$ cat src/rtl/mem_port_arbiter.sv
// mem_port_arbiter: shares one SRAM-like memory port between the fetch (inst)
// and load/store (data) requesters. At most one transaction is outstanding.
// A grant in IDLE moves to ADDR, where the owner's request is forwarded
// combinationally. Address acceptance moves to DATA, and the response
// returns to IDLE. Ties are broken round-robin against the last grant.
module mem_port_arbiter (
    input  logic        clk,
    input  logic        resetn,

    input  logic        inst_req,
    input  logic        inst_wr,
    input  logic [1:0]  inst_size,
    input  logic [3:0]  inst_wstrb,
    input  logic [31:0] inst_addr,
    input  logic [31:0] inst_wdata,
    output logic        inst_addr_ok,
    output logic        inst_data_ok,
    output logic [31:0] inst_rdata,

    input  logic        data_req,
    input  logic        data_wr,
    input  logic [1:0]  data_size,
    input  logic [3:0]  data_wstrb,
    input  logic [31:0] data_addr,
    input  logic [31:0] data_wdata,
    output logic        data_addr_ok,
    output logic        data_data_ok,
    output logic [31:0] data_rdata,

    output logic        mem_req,
    output logic        mem_wr,
    output logic [1:0]  mem_size,
    output logic [3:0]  mem_wstrb,
    output logic [31:0] mem_addr,
    output logic [31:0] mem_wdata,
    input  logic        mem_addr_ok,
    input  logic        mem_data_ok,
    input  logic [31:0] mem_rdata
);

    typedef enum logic [1:0] {
        ST_IDLE = 2'd0,
        ST_ADDR = 2'd1,
        ST_DATA = 2'd2
    } state_t;

    // Owner / last_grant encoding: 0 = inst, 1 = data.
    state_t r_state;
    state_t w_state_next;
    logic   r_owner;
    logic   w_owner_next;
    logic   r_last_grant;
    logic   w_last_grant_next;

    // The owner's request line, used for both forwarding and abandon detection.
    logic   w_own_req;
    assign w_own_req = r_owner ? data_req : inst_req;

    // State, owner and round-robin history; reset drops any transaction in flight.
    always_ff @(posedge clk) begin
        if (!resetn) begin
            r_state      <= ST_IDLE;
            r_owner      <= 1'b0;
            r_last_grant <= 1'b0;
        end else begin
            r_state      <= w_state_next;
            r_owner      <= w_owner_next;
            r_last_grant <= w_last_grant_next;
        end
    end

    // Next-state logic: grant in IDLE, wait for address accept or abandon, wait for response.
    always_comb begin
        w_state_next      = r_state;
        w_owner_next      = r_owner;
        w_last_grant_next = r_last_grant;
        case (r_state)
            ST_IDLE: begin
                if (inst_req || data_req) begin
                    // Tie goes to the side that did not win last time.
                    if (inst_req && data_req) begin
                        w_owner_next = ~r_last_grant;
                    end else begin
                        w_owner_next = data_req;
                    end
                    w_last_grant_next = w_owner_next;
                    w_state_next      = ST_ADDR;
                end
            end
            ST_ADDR: begin
                if (!w_own_req) begin
                    // Owner withdrew before acceptance: give the port up.
                    w_state_next = ST_IDLE;
                end else if (mem_addr_ok) begin
                    w_state_next = ST_DATA;
                end
            end
            ST_DATA: begin
                if (mem_data_ok) begin
                    w_state_next = ST_IDLE;
                end
            end
            default: begin
                w_state_next = ST_IDLE;
            end
        endcase
    end

    // Phase qualifiers, forced low while reset is asserted so nothing leaks out.
    logic w_in_addr;
    logic w_in_data;
    logic w_accept;
    logic w_done;
    assign w_in_addr = resetn && (r_state == ST_ADDR);
    assign w_in_data = resetn && (r_state == ST_DATA);
    assign w_accept  = w_in_addr && w_own_req && mem_addr_ok;
    assign w_done    = w_in_data && mem_data_ok;

    // Output logic: forward owner fields in ADDR, steer handshakes to the owner only.
    always_comb begin
        mem_req      = 1'b0;
        mem_wr       = 1'b0;
        mem_size     = 2'd0;
        mem_wstrb    = 4'd0;
        mem_addr     = 32'd0;
        mem_wdata    = 32'd0;
        inst_addr_ok = 1'b0;
        inst_data_ok = 1'b0;
        data_addr_ok = 1'b0;
        data_data_ok = 1'b0;
        if (w_in_addr) begin
            mem_req = w_own_req;
            if (r_owner) begin
                mem_wr    = data_wr;
                mem_size  = data_size;
                mem_wstrb = data_wstrb;
                mem_addr  = data_addr;
                mem_wdata = data_wdata;
            end else begin
                mem_wr    = inst_wr;
                mem_size  = inst_size;
                mem_wstrb = inst_wstrb;
                mem_addr  = inst_addr;
                mem_wdata = inst_wdata;
            end
        end
        inst_addr_ok = w_accept && !r_owner;
        data_addr_ok = w_accept &&  r_owner;
        inst_data_ok = w_done   && !r_owner;
        data_data_ok = w_done   &&  r_owner;
    end

    // Read data is shared; each side qualifies it with its own data_ok.
    assign inst_rdata = mem_rdata;
    assign data_rdata = mem_rdata;

endmodule

$ cat config.mk
export PLATFORM = sky130hd
export DESIGN_NAME = mem_port_arbiter
export DESIGN_NICKNAME = d
export VERILOG_FILES = /design/src/rtl/mem_port_arbiter.sv
export SDC_FILE = /design/constraint.sdc
export NUM_CORES = 1
export LEC_CHECK = 0
export CAP_MARGIN = 20
export CORE_AREA = 2 2 124 126
export CTS_CLUSTER_SIZE = 12
export DETAILED_ROUTE_END_ITERATION = 8
export DIE_AREA = 0 0 126 128
export HOLD_SLACK_MARGIN = 0.15
export SETUP_SLACK_MARGIN = 0.15
export SLEW_MARGIN = 25
export SYNTH_ARGS = -nofsm -noshare
export SYNTH_HDL_FRONTEND = slang
export SYNTH_SLANG_ARGS = --single-unit
$ cat constraint.sdc
create_clock -name clk -period 2.6 [get_ports clk]
set_input_delay 0.39 -clock clk [delete_from_list [all_inputs] [get_ports clk]]
set_output_delay 0.39 -clock clk [all_outputs]
set_load 0.01 [all_outputs]
==> Implementation_results.wiki <==
{| class="wikitable"
! Metric !! Value
|-
| Count of flip-flops with a built-in enable after synthesis || 0
|-
| Synth cell types || 23
|-
| Largest cells by area after synthesis || sky130_fd_sc_hd__mux2i_1, sky130_fd_sc_hd__buf_4, sky130_fd_sc_hd__nor2_1
|-
| Cell area after technology mapping || 0.00200 mm²
|-
| Clock tree from TritonCTS || built
|-
| Logic gate share of total power || 69.4%
|-
| Flip-flop and latch count after synthesis || 3
|-
| Share of the synthesized area in compound gates (AO/OA/AOI/OAI) || 1.50%
|-
| Post-synthesis async set-or-reset flop share || 0%
|-
| Met3 layer wire length in the routed design || 916 µm
|-
| Register-to-Register Path Depth || 4
|-
| Terminating pin of the worst hold path || r_state[1]
|-
| Routed Wire Length || 7.71 mm
|-
| Maximum level of the CTS H-tree || 1
|-
| Input/output buffers || 223
|-
| Register-to-register path setup slack || 1.25 ns
|-
| Pins Over Slew Limit || 0
|-
| Vias after detailed routing || 2179
|-
| Area of the placeable core || 0.0149 mm²
|-
| Share of the clock period used by the worst path after layout || 94.8%
|-
| Most numerous cell in the Yosys netlist || sky130_fd_sc_hd__mux2i_1
|-
| Count of unresolved DRC violations after routing || 0
|-
| Yosys warns || 0
|-
| Fillers || 1619
|-
| Max-capacitance violation count || 0
|-
| NetSw || 305 µW
|-
| End of the worst register-to-register path || r_state[0]
|-
| Wire per inst || 13.1 µm
|-
| Row Count || 45
|-
| CP Class || primary input to output port
|-
| Horizontal extent of the die || 126 µm
|-
| CP peak stage delay || 0.55 ns
|-
| Nature of the critical path startpoint || primary input
|-
| Origin of the worst min-delay path || r_state[1]
|-
| I/O pin cnt || 320
|-
| Maximum clock path buffer count || 2
|-
| Placed Cells incl. Taps || 586
|-
| Via count of the first global-routing pass || 2201
|-
| XOR/XNOR share of the synthesized area || 0%
|-
| Data required time at the worst endpoint || 2.21 ns
|-
| First DRT Iteration DRCs || 41
|-
| Nets in the synthesized netlist || 426
|-
| Wire length of the first global-routing pass || 11.1 mm
|-
| Placer Congestion || 0.772
|-
| RR Startpoint || r_last_grant
|-
| Post-synthesis instance total || 246
|-
| Root cell of the clock tree || sky130_fd_sc_hd__clkbuf_16
|-
| Routed wire length on met2 || 3.90 mm
|-
| Clock transition at the registers of the reported paths || 0.03 ns
|-
| Hold path cells || 2
|-
| Class of the tightest hold or removal check || flop to flop
|-
| Area of the die || 0.0161 mm²
|-
| Die Ht || 128 µm
|-
| Internal Pwr Total || 682 µW
|-
| Proportion of total power due to net switching || 30.9%
|-
| Setup violations, final || 0
|-
| Cell Chain, Critical Path || clkdlybuf4s50_1 > nand3b_1 > buf_12 > buf_4 > nor2_4 > clkdlybuf4s50_1
|-
| Minimum setup slack in the final design || 0.134 ns
|-
| Max FO, Critical Path || 22
|-
| Final setup skew || 0.0000569 ns
|-
| Status || completed
|-
| Vias per std cell || 3.69
|-
| Proportion of power drawn by flip-flops and latches || 5.8%
|-
| Fraction of final layout cells with drive strength greater than 1 || 11.7%
|-
| Pre-CTS setup slack || 0.142 ns
|-
| Total power per unit cell area || 248 mW/mm²
|-
| Cell type with the highest occurrence count on the critical path || sky130_fd_sc_hd__clkdlybuf4s50_1
|-
| Max VDD drop || 0.142 mV
|-
| Top layer used by detailed routing || met4
|-
| GRT Overall Usage || 8.55%
|-
| Max-slew headroom at the worst pin || 78.3%
|-
| Most instantiated flip-flop cell in the synthesis netlist || sky130_fd_sc_hd__dfxtp_1
|-
| Count of inserted antenna diode cells || 0
|-
| Overall overflow remaining after global route || 0
|-
| Count of clock tree sinks || 3
|-
| RSZ-0062 raised after global routing || yes
|-
| Skew-Pair Late Insertion Delay || 0.22 ns
|-
| Largest family of logic cells by synthesized area || multiplexers
|-
| Overall power of the completed layout || 987 µW
|-
| Setup fix buffers added after clock tree synthesis || 0
|-
| Starting density of the core || 13.5%
|-
| Worst hold margin || 0.537 ns
|-
| Critical Path Sink Type || output port
|-
| Pin count of the biggest net entering global routing || 46
|-
| Area of the multi-input gates || 0.00123 mm²
|-
| Adder-cell area share of the yosys netlist || 0%
|-
| Nets || 583
|-
| Static leakage power || 0.00137 µW
|-
| Fraction of post-synthesis cell area in the top cell type by area || 35.5%
|-
| Arrival time of the worst setup path || 2.08 ns
|-
| Syn-to-layout area delta || 98.4%
|-
| Initial antenna violation count || 0
|-
| Clock power share || 24.8%
|-
| Multiplexer share of the synthesized area || 36.2%
|-
| Cell type with the largest total area after synthesis || sky130_fd_sc_hd__mux2i_1
|-
| Number of hold-slack violations in the final timing report || 0
|-
| Most frequent cells after synthesis || sky130_fd_sc_hd__mux2i_1, sky130_fd_sc_hd__buf_4, sky130_fd_sc_hd__nor2_1
|-
| Final min period || 2.47 ns
|-
| Final Non-Filler Cells || 590
|-
| Worst-path cell with the longest stage delay || sky130_fd_sc_hd__clkdlybuf4s50_1
|-
| Routed Antenna Nets || 0
|-
| Sum of routed wire segments on met1 || 2.61 mm
|-
| Simple logic cell fraction of the synthesized area || 23.8%
|-
| Number of optimization iterations in the first detailed-route pass || 4
|-
| Average footprint of a synthesized cell || 8.14 µm²
|-
| Fmax || 406 MHz
|-
| Worst-margin pin slew || 0.316 ns
|-
| CTS Hold Bufs || 0
|-
| Area occupied by registers || 63.8 µm²
|-
| Seq/Total Area, Yosys || 3.00%
|-
| CTS Buf Count || 3
|-
| Dpl hpwl || 6.67 mm
|-
| Sum of negative setup slack || 0 ns
|}
==> cell usage in the layout (no fill, tap or decap), types with 2 or more instances in the layout <==
master / instances
sky130_fd_sc_hd__buf_12: 4
sky130_fd_sc_hd__nor2_4: 12
sky130_fd_sc_hd__buf_4: 6
sky130_fd_sc_hd__dfxtp_1: 2
sky130_fd_sc_hd__mux2i_1: 71
sky130_fd_sc_hd__clkdlybuf4s50_1: 221
sky130_fd_sc_hd__clkbuf_16: 3
sky130_fd_sc_hd__nor2_1: 45
sky130_fd_sc_hd__nor3_1: 2
sky130_fd_sc_hd__nor2_2: 18
sky130_fd_sc_hd__nand2_1: 3
==> registers in the layout, indices dropped and copies added (netlist names) <==
signal,count
r_last_grant,1
r_state,2
==> power groups by stage <==
| stage | combinational [µW] | clock (µW) | sequential (µW) |
|---|---|---|---|
| 2_1_floorplan | 445 | 0 | 54.4 |
| 3_3_place_gp | 683 | 0 | 57.5 |
| 3_5_place_dp | 694 | 0 | 57.7 |
| 4_1_cts | 697 | 250 | 57.2 |
| 5_1_grt | 734 | 254 | 58.0 |
| 6_report | 685 | 245 | 57.2 |
==> critical path: cells and delay by family <==
family	cells	cell delay, ns
buffers and inverters	4	1.43
AND/OR/NAND/NOR	2	0.26
==> worst max path at each step <==
stage | slack [ns] | startpoint | endpoint | cells past startpoint
final | 0.13 | resetn | mem_wdata[6] | 6
after global routing | 0.06 | resetn | mem_wdata[6] | 6
after CTS | 0.14 | resetn | mem_addr[1] | 5
after detailed placement | 0.14 | resetn | mem_addr[1] | 5
after global placement | 0.17 | resetn | mem_addr[21] | 5
after floorplan | 1.24 | r_state[0] | mem_addr[25] | 4
==> metrics by stage <==
step / utilization [%] / instance area, µm²
floorplan: - / 2000
global placement: 26.2 / 3890
detailed placement: 26.2 / 3890
CTS: 26.7 / 3970
global route: 26.7 / 3970
finish: 26.7 / 3970
==> what timing repair did <==
item / 4_1_cts / 5_1_grt
gates resized for setup: 0 / 2
setup endpoints to repair: 6 / 55
cloned: 0 / 0
==> per-layer routing <==
layer / vias to the layer above / GRT usage [%]
met2: 148 / 16.2
met3: 29 / 2.80
met4: 0 / 4.14
met5: - / 0
li1: 1064 / -
met1: 938 / 8.38
==> cell families after synthesis <==
kind of cell | after synthesis
flip-flops | 3
buffers and inverters | 82
AO/OA/AOI/OAI | 4
AND/OR/NAND/NOR | 85
multiplexers | 72
==> area by class of cell <==
cell class                      instances  area share [%]
Multi-Input combinational cell        161            31.0
Inverter                                1          0.0945
Tap cell                              188            5.92
Clock buffer                            4            1.98
Timing Repair Buffer                  233            59.4
Sequential cell                         3            1.61
Note: power is estimated with default switching activity, not from simulation.
